<file path="config.mk">
export PLATFORM = sky130hd
export DESIGN_NAME = pueo_event_timestamp
export DESIGN_NICKNAME = d
export VERILOG_FILES = /design/src/rtl/pueo_event_timestamp.sv
export SDC_FILE = /design/constraint.sdc
export NUM_CORES = 1
export LEC_CHECK = 0
export CORE_AREA = 5 5 213 215
export DETAILED_ROUTE_END_ITERATION = 16
export DIE_AREA = 0 0 218 220
export PLACE_DENSITY_LB_ADDON = 0.25
export SYNTH_ARGS = -nofsm -noshare
export SYNTH_HDL_FRONTEND = slang
export SYNTH_SLANG_ARGS = --single-unit
export TNS_END_PERCENT = 20
</file>
<file path="constraint.sdc">
create_clock -name sys_clk_i -period 11.45 [get_ports sys_clk_i]
set_input_delay 1.145 -clock sys_clk_i [delete_from_list [all_inputs] [get_ports sys_clk_i]]
set_output_delay 1.145 -clock sys_clk_i [all_outputs]
set_load 0.01 [all_outputs]
</file>
<file path="src/rtl/pueo_event_timestamp.sv">
// Event timestamper: tags each enabled trigger with {period, subsec, sec, evnum} and queues it.
// Latency: trigger in cycle N is written at the edge ending N; m_ts_tvalid rises in N+1 on an empty FIFO.
// Backpressure: AXI4-Stream output; on a full FIFO with no pop that cycle, the trigger is dropped and counted.
module pueo_event_timestamp #(
   parameter int FIFO_DEPTH = 4,
   parameter     SYSCLKTYPE = "NONE"
) (
   input  logic         sys_clk_i,
   input  logic         sys_rst_i,
   input  logic         en_i,
   input  logic         trig_i,
   input  logic         pps_flag_i,
   input  logic [31:0]  cur_sec_i,
   input  logic [31:0]  cur_time_i,
   input  logic [31:0]  last_pps_i,
   input  logic [31:0]  llast_pps_i,
   output logic [127:0] m_ts_tdata,
   output logic         m_ts_tuser,
   output logic         m_ts_tvalid,
   input  logic         m_ts_tready,
   output logic [15:0]  drop_count_o,
   output logic         overflow_o,
   output logic [31:0]  evnum_o
);

   localparam int AW      = (FIFO_DEPTH > 1) ? $clog2(FIFO_DEPTH) : 1;
   localparam int ENTRY_W = 129;

   logic [AW-1:0]      wr_ptr;
   logic [AW-1:0]      rd_ptr;
   logic [AW:0]        count;
   logic [31:0]        evnum_q;
   logic [15:0]        drop_q;
   logic               ovf_q;
   logic [1:0]         pps_cnt;

   logic               trig_act;
   logic               full;
   logic               pop;
   logic               push;
   logic               drop;
   logic [31:0]        ent_sec;
   logic [31:0]        ent_subsec;
   logic [31:0]        ent_period;
   logic               ent_pvalid;
   logic [ENTRY_W-1:0] entry;
   logic [ENTRY_W-1:0] head;

   assign trig_act = trig_i & en_i & ~sys_rst_i;
   assign full     = (count == (AW+1)'(FIFO_DEPTH));
   assign pop      = m_ts_tvalid & m_ts_tready;
   // A pop in the same cycle frees the slot, so a full FIFO still accepts.
   assign push     = trig_act & (~full | pop);
   assign drop     = trig_act & full & ~pop;

   // Build the entry from this cycle's time inputs; a coincident PPS means the
   // second has just rolled, so the event sits at subsec 0 of the next second
   // and the period that just closed is cur_time - last_pps.
   always_comb begin
      ent_sec    = cur_sec_i;
      ent_subsec = cur_time_i - last_pps_i;
      ent_period = last_pps_i - llast_pps_i;
      if (pps_flag_i) begin
         ent_sec    = cur_sec_i + 32'd1;
         ent_subsec = 32'd0;
         ent_period = cur_time_i - last_pps_i;
      end
      ent_pvalid = (pps_cnt == 2'd2) | ((pps_cnt == 2'd1) & pps_flag_i);
      entry      = {ent_pvalid, ent_period, ent_subsec, ent_sec, evnum_q};
   end

   // Storage: only tag it as a cross-clock destination when a clock type is given.
   if (SYSCLKTYPE == "NONE") begin : g_mem_plain
      logic [ENTRY_W-1:0] mem [FIFO_DEPTH];

      // Write the captured entry at the tail.
      always_ff @(posedge sys_clk_i) begin
         if (push) mem[wr_ptr] <= entry;
      end

      assign head = mem[rd_ptr];
   end else begin : g_mem_tagged
      (* CUSTOM_CC_DST = SYSCLKTYPE *) logic [ENTRY_W-1:0] mem [FIFO_DEPTH];

      // Write the captured entry at the tail.
      always_ff @(posedge sys_clk_i) begin
         if (push) mem[wr_ptr] <= entry;
      end

      assign head = mem[rd_ptr];
   end

   // FIFO pointers and occupancy; reset flushes everything including a held head.
   always_ff @(posedge sys_clk_i) begin
      if (sys_rst_i) begin
         wr_ptr <= '0;
         rd_ptr <= '0;
         count  <= '0;
      end else begin
         if (push) wr_ptr <= wr_ptr + AW'(1);
         if (pop)  rd_ptr <= rd_ptr + AW'(1);
         case ({push, pop})
            2'b10:   count <= count + (AW+1)'(1);
            2'b01:   count <= count - (AW+1)'(1);
            default: count <= count;
         endcase
      end
   end

   // Event numbering and drop accounting; drops never consume an event number.
   always_ff @(posedge sys_clk_i) begin
      if (sys_rst_i) begin
         evnum_q <= 32'd0;
         drop_q  <= 16'd0;
         ovf_q   <= 1'b0;
      end else begin
         if (push) evnum_q <= evnum_q + 32'd1;
         if (drop) begin
            ovf_q <= 1'b1;
            if (drop_q != 16'hFFFF) drop_q <= drop_q + 16'd1;
         end
      end
   end

   // Count PPS edges since reset, saturating at two (enough to know period is real).
   always_ff @(posedge sys_clk_i) begin
      if (sys_rst_i) begin
         pps_cnt <= 2'd0;
      end else if (pps_flag_i && (pps_cnt != 2'd2)) begin
         pps_cnt <= pps_cnt + 2'd1;
      end
   end

   assign m_ts_tvalid  = (count != '0);
   assign m_ts_tdata   = head[127:0];
   assign m_ts_tuser   = head[128];
   assign drop_count_o = drop_q;
   assign overflow_o   = ovf_q;
   assign evnum_o      = evnum_q;

endmodule

</file>
# Yosys cells after proc, flatten, opt, wreduce, memory -nomap -nowiden
# Memories as Yosys holds them, arrays and structs flattened. A register that Yosys moved wholly into a read port is not among the register bits.
# Index checks and enable logic that the tools add are counted.
# Widths: inputs -> output; s select.
word_totals:
  elab_cells: 49
  out_inout_bits: 179
  input_bits: 134
  regBits: 58
  mem_bits_rw: 516
  n_memories: 1
mem_list:
  columns: ["memory", "words", "word_bits", "read_ports", "rd_clocked_by_memory_dff", "write_ports", "line", "source"]
  rows:
  - ["g_mem_plain.mem", 4, 129, 1, 1, 1, "74", "logic [ENTRY_W-1:0] mem [FIFO_DEPTH];"]
op_classes:
  addsub: 10
  n_eq_ne: 7
  bitwise: 12
  n_reduce_logical: 4
  n_mux: 8
op_table:
  columns: ["op", "count"]
  rows:
  - ["$mux 32", 3]
  - ["$add 32x1->32 const B", 2]
  - ["$sub 32x32->32", 2]
  - ["$add 16x1->16 const B", 1]
  - ["$ne 16x16->1 const B", 1]
  - ["$and 1x1->1", 7]
  - ["$add 2x1->2 const B", 3]
  - ["$pmux 3 s2", 1]
  - ["$eq 2x1->1 const B", 2]
  - ["$eq 2x2->1 const B", 2]
  - ["$mux 2", 2]
  - ["$add 3x1->3 const B", 1]
  - ["$eq 3x3->1 const B", 1]
  - ["$not 1->1", 3]
  - ["$reduce_bool 3->1", 1]
  - ["$sub 3x1->3 const B", 1]
  - ["$mux 1", 2]
  - ["$ne 2x2->1 const B", 1]
  - ["$or 1x1->1", 2]
  - ["$reduce_and 2->1", 1]
  - ["$reduce_bool 2->1", 1]
  - ["$logic_and 1x1->1", 1]

# Longest topological paths before layout
depth:
  ltp_word: 6
  ltp_mapped: 13
  ltp_nobuf: 13

# Least setup slack after synthesis
# Ideal clock, no wire load.
synth_timing:
  kind: "input-to-reg"
  from: "input port sys_rst_i"
  to: "memory g_mem_plain.mem[0][0], enable pin"
  t_arrival_ps: 4976
  cell_stages: 4
  path_slack_ps: 5970
  n_path_buf: 2
  path_cell_list: "clkbuf_1 nor3_2 clkbuf_1 and2_1"
synth_via:
  elab_chain_len: 5
synth_lines:
  columns: ["element", "line", "source"]
  rows:
  - ["start: declaration", "9", "input logic sys_rst_i,"]
  - ["$not 1->1", "49", "assign trig_act = trig_i & en_i & ~sys_rst_i;"]
  - ["$and 1x1->1", "49", null]
  - ["$and 1x1->1", "53", "assign push = trig_act & (~full | pop);"]
  - ["$mux 1", "78", "if (push) mem[wr_ptr] <= entry;"]
  - ["$mux 1 (implied by the code)", "78", null]
  - ["end: declaration", "74", null]
# No other way between the ends.

==> impl_summary.log <==
INFO  metric cts_inserted_buffers = 55
INFO  metric timing.critical_path.fanout_max = 50
INFO  metric ctsHtreeMaxLevel = 2
INFO  metric clkLatencyLatePin = 590 ps
INFO  metric global_route.overflow_total = 0
INFO  metric seqCellArea = 16,700 um2
INFO  metric pwr-share-seq = 43.9%
INFO  metric cts_tree = done
INFO  metric drtAntennaViolNets = 0
INFO  metric worst-r2r-cell-count = 5
INFO  metric synth_largest_type_area_fraction = between 60% and 70%
INFO  metric clk_root_buffer_cell = sky130_fd_sc_hd__clkbuf_16
INFO  metric leading_cell_type_in_the_layout_fill_and_taps_excluded = sky130_fd_sc_hd__edfxtp_1
INFO  metric ff2ff_setup_slack = around 8400 ps
INFO  metric synth-seq-cells = about 580
INFO  metric worstReg2RegStart = count[2]
INFO  metric slowest_delay = between 900 and 1000 ps
INFO  metric finalWirelength = 57,300 um
INFO  metric max_freq = 0.207 GHz
INFO  metric top_cells_by_area_synth = sky130_fd_sc_hd__edfxtp_1, sky130_fd_sc_hd__mux4_2, sky130_fd_sc_hd__dfxtp_1
INFO  metric postCtsResizedCells = 0
INFO  metric leakage_power = 10.9 nW
INFO  metric global_route.usage.total = 23.8%
INFO  metric core_area = 43,500 um2
INFO  metric internal_power = 4.14 mW
INFO  metric timing_worst_setup_path_type = reg2out
INFO  metric post-route-min-period = slightly below 5000 ps
INFO  metric fp-row-count = 77
INFO  metric synth_area_leader_cell = sky130_fd_sc_hd__edfxtp_1
INFO  metric skew = 15.7 ps
INFO  metric min_from = overflow_o
INFO  metric power.net_switching = 1.40 mW
INFO  metric most-common-layout-cells = sky130_fd_sc_hd__edfxtp_1, sky130_fd_sc_hd__clkdlybuf4s50_1, sky130_fd_sc_hd__nor2_1
INFO  metric final.hold.worst_slack = between 400 and 500 ps
INFO  metric power.share.clock = 33.2%
INFO  metric initial_antenna_violation_count = 2
INFO  metric synth_area_per_cell = 15.5 um2
INFO  metric crit_arrival = approximately 3700 ps
INFO  metric outcome = complete, no violations
INFO  metric routed-via-count = 15,300
INFO  metric fin_crit_sh = approximately 42%
INFO  metric post_detail_place_hpwl = 37,700 um
INFO  metric worst_slew_margin_rel = about a quarter
INFO  metric synth_enable_flop_cells = roughly 520
INFO  metric setup-tns-final = 0 ps
INFO  metric synth.net_count = around 1,900
INFO  metric port_buffers = 312
INFO  metric sink_count_of_the_clock_tree = 576
INFO  metric combPwrFrac = 22.9%
INFO  metric post_cts.repair.setup_buffers = 0
INFO  metric critical_path_slowest_stage_cell = sky130_fd_sc_hd__dfxtp_4
INFO  metric critical_path.startpoint_type = flop
INFO  metric netlist_instances = 1,651
INFO  metric report.final.hold_viol_count = 0
INFO  metric worstPathCellList = buf_4 -> mux4_2 -> clkdlybuf4s50_1
INFO  metric die-height = about 220 um
INFO  metric finalMaxSlewViolations = 0
INFO  metric post_route_cells_drive_above_1_share = 12.3%
INFO  metric buffer_depth_of_the_longest_clock_path = 3
INFO  metric nNetsFinal = 2,182
INFO  metric critical_path_required = 10,310 ps
INFO  metric transition_time_at_the_pin_with_the_least_slew_margin = 1110 ps
INFO  metric power_per_cell_area = 177 nW/um2
INFO  metric ios = 313
INFO  metric avg_vias_per_cell = 5.84
INFO  metric grt_pass1_wl = 88,200 um
INFO  metric fp.dieW = 218 um
INFO  metric cells_on_worst_hold_path = 2
INFO  metric floorplan.initialDensity = between 50% and 60%
INFO  metric setup_violators_final = 0
INFO  metric synthesis.area = 25,600 um2
INFO  metric ys.warnings.count = 0
INFO  metric drt_pre_antenna_iters = 6
INFO  metric postSynth.topFlopCell = sky130_fd_sc_hd__edfxtp_1
INFO  metric worstReg2RegEnd = g_mem_plain.mem[2][119]
INFO  metric area_delta_synth_final = 21.8%
INFO  metric drt_first_iter_violations = 1,399
INFO  metric multiInputGateArea = 8390 um2
INFO  metric setup_repair_after_global_routing_missed_its_margin = false
INFO  metric irDropWorstVdd = 0.000131 V
INFO  metric hold_fix_buffer_count_after_cts = 0
INFO  metric critical_path.endpoint_type = output pin
INFO  metric worstHoldEndpoint = overflow_o
INFO  metric gp_congestion = 0.850
INFO  metric min_path_type = reg2reg
INFO  metric yosysSeqAreaShare = 65.1%
INFO  metric average_wire_per_cell_in_the_routed_design = 21.9 um
INFO  metric max_cap_violations = 0
INFO  metric cts.reportedPaths.clkPinSlew = 60 ps
INFO  metric switching_share = 25.3%
INFO  metric post_synth_num_cell_types = 69
INFO  metric pin_count_of_the_biggest_net_entering_global_routing = 66
INFO  metric stdcell_count = between 2,000 and 3,000
INFO  metric dp_cells = 2,508
INFO  metric via_count_of_the_first_global_routing_pass = ~16,000
INFO  metric n_fill_cell = 2,858
INFO  metric synthArstFlopShare = 0%
INFO  metric drc = 0
INFO  metric die_footprint = roughly 48,000 um2
[sequential cells by signal, summed over array words and instances, names as in the netlist, named ones only]
| register | count |
|---|---|
| evnum_o | 32 |
| pps_cnt | 2 |
| g_mem_plain.mem | 516 |
| drop_count_o | 16 |
| overflow_o | 1 |
| rd_ptr | 2 |
| wr_ptr | 2 |
| count | 3 |
[per-layer routing]
metal / vias up / track usage (%) / wire [um]
met3: 79 / 4.00 / 3730
met2: 590 / 40.8 / 29000
met1: 7594 / 32.2 / 23400
met5: - / 0 / 0
li1: 6998 / - / -
met4: 0 / 6.03 / 1200
[per-stage QoR]
step | utilization (%) | total power, mW | instance area [um2] | setup slack [ps]
final | 71.7 | 5.54 | 31200 | 6610
after global routing | 71.7 | 5.77 | 31200 | 6220
after CTS | 71.7 | 5.60 | 31200 | 6420
after detailed placement | 67.4 | 3.76 | 29400 | 6640
after global placement | 67.4 | 3.74 | 29400 | 6740
after floorplan | - | 3.20 | 25600 | 5970
[cell families (layout without fill, tap and decap cells)]
family / Yosys count / in the layout / synth area share [%]
other: 0 / 2 / 0
muxes: 151 / 151 / 12.2
AOI/OAI and AO/OA: 216 / 216 / 5.64
xor gates and xnor gates: 130 / 130 / 4.50
and+or+nand+nor: 355 / 355 / 6.59
adders and majority gates: 75 / 75 / 3.75
DFF: 576 / 576 / 65.1
buffers and inverters: 148 / 516 / 2.19
[power by group through the flow]
stage | logic (mW) | registers (mW) | clock network, mW
floorplan | 0.775 | 2.42 | 0
global placement | 1.26 | 2.48 | 0
detailed placement | 1.28 | 2.48 | 0
CTS | 1.29 | 2.44 | 1.87
global route | 1.36 | 2.44 | 1.97
finish | 1.27 | 2.43 | 1.84
[worst max-delay path: cells and delay by family (launching register included)]
kind | cells | cell delay (ps)
DFF | 1 | 970
muxes | 1 | 620
buffers and inverters | 2 | 1450
[cells in the mapped netlist (13+ instances only)]
library cell and instances:
sky130_fd_sc_hd__a21o_1 33, sky130_fd_sc_hd__a21oi_1 63, sky130_fd_sc_hd__and2_1 13, sky130_fd_sc_hd__and3_1 20, sky130_fd_sc_hd__buf_1 18, sky130_fd_sc_hd__clkbuf_1 37, sky130_fd_sc_hd__dfxtp_1 60, sky130_fd_sc_hd__edfxtp_1 516
sky130_fd_sc_hd__ha_1 72, sky130_fd_sc_hd__inv_1 88, sky130_fd_sc_hd__mux2i_1 20, sky130_fd_sc_hd__mux4_2 129, sky130_fd_sc_hd__nand2_1 67, sky130_fd_sc_hd__nand3_1 36, sky130_fd_sc_hd__nand4_1 28, sky130_fd_sc_hd__nor2_1 137
sky130_fd_sc_hd__o21ai_0 40, sky130_fd_sc_hd__xnor2_1 70, sky130_fd_sc_hd__xor2_1 59
[final cells by class]
class	instances	area share [%]
Antenna cell	2	0.0160
Clock inverter	32	1.09
Sequential cell	576	53.5
Inverter	89	1.07
Multi-Input combinational cell	927	26.9
Timing Repair Buffer	324	10.3
Clock buffer	71	4.86
Tap cell	592	2.37
[worst max-delay path by stage]
stage / from / end / slack [ps] / cells past startpoint
4_1_cts: flop / m_ts_tdata[33] / 6420 / 3
5_1_grt: flop / m_ts_tdata[33] / 6220 / 3
2_1_floorplan: sys_rst_i / g_mem_plain.mem[0][0] / 5970 / 4
6_report: flop / m_ts_tdata[59] / 6610 / 3
3_3_place_gp: last_pps_i[0] / g_mem_plain.mem[0][124] / 6740 / 13
3_5_place_dp: last_pps_i[0] / g_mem_plain.mem[0][94] / 6640 / 13
Power figures use the tool's default switching activity.
